==> src/rtl/bram_access_arbiter.sv <==
// Two-requester front end for a 256x16 simple-dual-port BRAM: independent
// round-robin write/read arbitration, same-address hazard stall, tagged reads, array clear.
module bram_access_arbiter #(
  parameter int unsigned ADDR_W = 8,
  parameter int unsigned DATA_W = 16,
  parameter logic [DATA_W-1:0] CLEAR_VALUE = 16'h0000
) (
  input  logic              clk,
  input  logic              rst,
  input  logic              a_req,
  input  logic              a_we,
  input  logic [ADDR_W-1:0] a_addr,
  input  logic [DATA_W-1:0] a_wdata,
  input  logic [DATA_W-1:0] a_mask,
  output logic              a_gnt,
  output logic              a_rvalid,
  output logic [DATA_W-1:0] a_rdata,
  input  logic              b_req,
  input  logic              b_we,
  input  logic [ADDR_W-1:0] b_addr,
  input  logic [DATA_W-1:0] b_wdata,
  input  logic [DATA_W-1:0] b_mask,
  output logic              b_gnt,
  output logic              b_rvalid,
  output logic [DATA_W-1:0] b_rdata,
  input  logic              clr_start,
  output logic              clr_busy,
  output logic              ram_we,
  output logic              ram_wclke,
  output logic [ADDR_W-1:0] ram_waddr,
  output logic [DATA_W-1:0] ram_wdata,
  output logic [DATA_W-1:0] ram_mask,
  output logic              ram_re,
  output logic              ram_rclke,
  output logic [ADDR_W-1:0] ram_raddr,
  input  logic [DATA_W-1:0] ram_rdata
);

  // state | meaning
  // IDLE  | requesters arbitrated onto the write and read ports
  // CLEAR | sequencer owns the write port, one address per cycle; no grants
  typedef enum logic {IDLE, CLEAR} clr_state_t;

  clr_state_t        state;
  logic [ADDR_W-1:0] clr_addr;
  logic              wr_ptr;
  logic              rd_ptr;
  logic              a_rd_q, b_rd_q;
  logic [DATA_W-1:0] a_rdata_q, b_rdata_q;

  logic              arb_en, clearing;
  logic              a_wr_req, b_wr_req, a_wr_gnt, b_wr_gnt, wr_any;
  logic              a_rd_req, b_rd_req, a_rd_pick, b_rd_pick;
  logic              a_rd_gnt, b_rd_gnt, rd_hazard;
  logic [ADDR_W-1:0] wr_addr_sel, rd_addr_sel;

  assign arb_en   = !rst && (state == IDLE);
  assign clearing = !rst && (state == CLEAR);

  // Pointer value 0 favours A, 1 favours B.
  assign a_wr_req = arb_en & a_req & a_we;
  assign b_wr_req = arb_en & b_req & b_we;
  assign a_wr_gnt = a_wr_req & (!b_wr_req | !wr_ptr);
  assign b_wr_gnt = b_wr_req & (!a_wr_req | wr_ptr);
  assign wr_any   = a_wr_gnt | b_wr_gnt;
  assign wr_addr_sel = a_wr_gnt ? a_addr : b_addr;

  assign a_rd_req  = arb_en & a_req & !a_we;
  assign b_rd_req  = arb_en & b_req & !b_we;
  assign a_rd_pick = a_rd_req & (!b_rd_req | !rd_ptr);
  assign b_rd_pick = b_rd_req & (!a_rd_req | rd_ptr);
  assign rd_addr_sel = a_rd_pick ? a_addr : b_addr;

  // Stalling the read one cycle lets it see the new word instead of the old one.
  assign rd_hazard = wr_any && (a_rd_pick || b_rd_pick) && (rd_addr_sel == wr_addr_sel);
  assign a_rd_gnt  = a_rd_pick & !rd_hazard;
  assign b_rd_gnt  = b_rd_pick & !rd_hazard;

  assign a_gnt = a_wr_gnt | a_rd_gnt;
  assign b_gnt = b_wr_gnt | b_rd_gnt;

  assign ram_we    = wr_any | clearing;
  assign ram_wclke = wr_any | clearing;
  assign ram_waddr = clearing ? clr_addr : wr_addr_sel;
  assign ram_wdata = clearing ? CLEAR_VALUE : (a_wr_gnt ? a_wdata : b_wdata);
  assign ram_mask  = clearing ? '0 : (a_wr_gnt ? a_mask : b_mask);

  assign ram_re    = a_rd_gnt | b_rd_gnt;
  assign ram_rclke = a_rd_gnt | b_rd_gnt;
  assign ram_raddr = rd_addr_sel;

  assign clr_busy = (state == CLEAR);

  assign a_rvalid = a_rd_q;
  assign b_rvalid = b_rd_q;
  assign a_rdata  = a_rd_q ? ram_rdata : a_rdata_q;
  assign b_rdata  = b_rd_q ? ram_rdata : b_rdata_q;

  always_ff @(posedge clk or posedge rst) begin
    if (rst) begin
      state     <= IDLE;
      clr_addr  <= '0;
      wr_ptr    <= 1'b0;
      rd_ptr    <= 1'b0;
      a_rd_q    <= 1'b0;
      b_rd_q    <= 1'b0;
      a_rdata_q <= '0;
      b_rdata_q <= '0;
    end else begin
      case (state)
        IDLE: begin
          if (clr_start) begin
            state    <= CLEAR;
            clr_addr <= '0;
          end
        end
        CLEAR: begin
          clr_addr <= clr_addr + 1'b1;
          if (clr_addr == {ADDR_W{1'b1}}) state <= IDLE;
        end
        default: state <= IDLE;
      endcase

      if (a_wr_req && b_wr_req) wr_ptr <= a_wr_gnt;
      if (a_rd_req && b_rd_req && !rd_hazard) rd_ptr <= a_rd_gnt;

      a_rd_q <= a_rd_gnt;
      b_rd_q <= b_rd_gnt;
      if (a_rd_q) a_rdata_q <= ram_rdata;
      if (b_rd_q) b_rdata_q <= ram_rdata;
    end
  end

endmodule

==> config.mk <==
export PLATFORM = sky130hd
export DESIGN_NAME = bram_access_arbiter
export DESIGN_NICKNAME = d
export VERILOG_FILES = /design/src/rtl/bram_access_arbiter.sv
export SDC_FILE = /design/constraint.sdc
export NUM_CORES = 1
export LEC_CHECK = 0
export ABC_AREA = 1
export BUFFER_PORTS_ARGS = -buffer_cell sky130_fd_sc_hd__buf_2
export CAP_MARGIN = 20
export CORE_MARGIN = 1
export CORE_UTILIZATION = 48
export CTS_BUF_LIST = sky130_fd_sc_hd__clkbuf_8
export DETAILED_ROUTE_END_ITERATION = 8
export MAX_ROUTING_LAYER = met4
export PLACE_DENSITY_LB_ADDON = 0.1
export SYNTH_ARGS = -nofsm -noshare
export SYNTH_HDL_FRONTEND = slang
export SYNTH_SLANG_ARGS = --single-unit
==> constraint.sdc <==
create_clock -name clk -period 6.1 [get_ports clk]
set_input_delay 0.915 -clock clk [delete_from_list [all_inputs] [get_ports clk]]
set_output_delay 0.915 -clock clk [all_outputs]
set_load 0.005 [all_outputs]
==> impl_metrics.yaml <==
synthesis:
  syn_nets: 496
  syn_inst: 392
  synth-seq-area-share: 0.377
  synth_cell_types: 31
  synth_warnings: 0
  syn_avg_cell_area_um2: 7.63
  ys_seq_elements: 45
  netlist_area_um2: 2990
worst_setup_path:
  critPathLaunchType: "primary input"
  arrival_ps: 3030
  crit_fanout: 50
  worstPathRequired_ps: 5180
  reg2reg_depth: 12
  criticalPathCategory: "in2out"
  crit_path_end_kind: "primary output"
layout:
  seq_area_um2: 1130
  multi_input_area_um2: 1630
  drive_gt1_frac: 0.440
  finish.net_count: 673
  n_fill_cell: 529
  syn_to_final_growth_pct: 35.0
  diodes: 0
die:
  die_h_um: 80.9
  core_um2: 5960
  start_util: 0.502
  dieArea_um2: 6550
  die_x_um: 80.9
  ios: 192
  rows: 28
drt:
  wl_per_cell_um: 13.7
  antenna_left: 0
  drcViolationCount: 0
  first_pass_iters: 4
  routed_via_density: 5.03
  first_iter_violations: 164
  vias: 3242
  drt_wl_total_um: 8840
pwr:
  p_sw_frac: 0.313
  p_sw_w: 0.000310
  p_comb_frac: 0.337
  power.total_w: 0.000990
  seq_power_share: 0.425
  powerDensity_nw_per_um2: 245
  vdd_ir_drop_max_v: 0.000160
  internal-power_w: 0.000681
  p_clk_frac: 0.237
  leakage_nw: 2.42
min_path:
  hold_depth: 1
  hp-class: "reg2reg"
cts:
  cts_tree: "yes"
  clock_latency_ps: 300
  root_buffer: "clkbuf_8"
  cts.sinks: 45
  post-cts-setup-buffers: 0
  cts_hold_buf: 0
  clk_pin_slew_ps: 80
  cts_made_buffers: 5
  postCtsResizedCells: 0
  cts_htree_levels: 2
  clk_path_buf_depth: 2
job:
  cap_violations: 0
sta:
  whs_ps: 496
  fin_crit_sh: 0.647
  tns_ps: 0
  skew_ps: 7.73
  tightestPinTransition_ps: 878
  hold_viol: 0
  fmax_mhz: 253
  min_period_ps: 3950
  relSlewSlack: 0.413
  rsz0062_at_grt: "no"
  drv_slew: 0
  setup-violations-final: 0
placed_design:
  place_congestion: 0.901
  dp_hpwl_um: 6890
  io_buffers: 191
outcome:
  status: "complete, no violations"
grt:
  grt_usage: 0.277
  antenna_found_initial: 0
  grt_pass1_vias: 2955
  grt.overflow.total: 0
  grt_pass1_wl_um: 13600
  grt_max_degree: 51
-- area by class of cell --
| cell class | count | share of cell area |
|---|---|---|
| tap | 75 | 0.0233 |
| timing repair buffer | 192 | 0.239 |
| inverter | 28 | 0.0261 |
| clock buffer | 6 | 0.0205 |
| clock inverter | 2 | 0.00931 |
| sequential | 45 | 0.279 |
| multi-input combinational | 297 | 0.403 |
-- kinds of logic (layout without fill, tap and decap cells) --
logic type      count (synthesis)  count (layout)  share of synthesized area
flops                          45              45                      0.377
mux                            32              32                      0.121
compound gates                 61              61                      0.110
buf+inv                        50             228                     0.0795
xor+xnor                        2               2                    0.00586
simple gates                  201             201                      0.303
fa+ha+maj                       1               1                    0.00419
-- stage by stage --
stage	cell area, um2	utilization	instances	worst slack (ps)
6_report	4030	0.677	645	2150
2_1_floorplan	2990	-	392	2990
3_5_place_dp	3910	0.657	637	2150
5_1_grt	4030	0.677	645	1910
4_1_cts	4030	0.677	645	2140
3_3_place_gp	3910	0.657	637	2210
-- Yosys cell counts --
cell type / n / area (um2)
buf_4: 3 / 22.5
dfrtp_1: 45 / 1130
a22o_1: 1 / 8.76
nand2_1: 82 / 308
o21a_1: 1 / 7.51
nand3_2: 2 / 20.0
nand4_1: 3 / 18.8
ha_1: 1 / 12.5
a21oi_1: 6 / 30.0
o21ai_1: 3 / 15.0
mux2_2: 32 / 360
nand3b_1: 1 / 7.51
nand2_2: 4 / 25.0
xor2_1: 2 / 17.5
nor2_1: 74 / 278
o21bai_2: 2 / 22.5
buf_6: 3 / 33.8
clkbuf_1: 10 / 37.5
nand3_1: 26 / 130
inv_1: 27 / 101
inv_2: 1 / 3.75
buf_2: 4 / 20.0
buf_8: 1 / 15.0
o21ai_0: 47 / 235
o21ai_2: 1 / 8.76
nor2_2: 2 / 12.5
nand4_4: 1 / 21.3
buf_1: 1 / 3.75
nor2_8: 2 / 40.0
nand2_4: 3 / 33.8
nand4_2: 1 / 12.5
-- placed cells by master, fill, tap and decap left out --
cell type and count:
buf_2 191, nand2_1 82, nor2_1 74, o21ai_0 47, dfrtp_1 45, mux2_2 32
inv_1 26, nand3_1 26, a21oi_1 6, clkbuf_8 6, nand2_2 4, nand4_1 3
nand2_4 3, o21ai_1 3, nor2_8 2, nand3_2 2, xor2_1 2, nor2_2 2
o21bai_2 2, nand4_4 1, inv_2 1, o21ai_2 1, nand4_2 1, nand3b_1 1
o21a_1 1, clkinv_1 1, a22o_1 1, ha_1 1, clkinvlp_4 1, bufinv_16 1
buf_4 1
-- flip-flops by register name, summed over array words and instances (netlist names) --
| name | cells |
|---|---|
| rd_ptr | 1 |
| a_rdata_q | 16 |
| b_rvalid | 1 |
| clr_busy | 1 |
| b_rdata_q | 16 |
| clr_addr | 8 |
| wr_ptr | 1 |
| a_rvalid | 1 |
-- worst max-delay path, cell delays in order --
cell,delay (ps)
buf_2,140
nor2_8,170
nand3_2,110
inv_2,190
nand2_4,300
inv_1,750
nor2_1,160
nor2_1,140
buf_2,120
-- metal layers --
metal | GRT usage | part of all wire | up-vias
met5 | - | 0 | -
met4 | 0.0679 | 0.013 | 0
met3 | 0.0517 | 0.064 | 11
met2 | 0.478 | 0.50 | 139
met1 | 0.332 | 0.43 | 1464
li1 | - | - | 1628
-- worst paths after layout --
path,startpoint,slack [ps],to
hold / removal,b_rdata_q[12],500,b_rdata_q[12]
setup reg to reg,clr_busy,3780,a_rvalid
hold reg to reg,b_rdata_q[12],500,b_rdata_q[12]
setup / recovery,rst,2150,ram_mask[12]
max in group asynchronous,rst,4800,b_rdata_q[3]
min in group asynchronous,rst,570,clr_addr[3]
-- power groups by stage --
stage	clock, W	sequential [W]	combinational (W)
after floorplan	0	0.000414	0.000189
after global routing	0.000254	0.000430	0.000379
final	0.000235	0.000421	0.000334
after detailed placement	0	0.000427	0.000336
after CTS	0.000239	0.000421	0.000338
after global placement	0	0.000423	0.000325
Note: power is estimated with default switching activity, not from simulation.
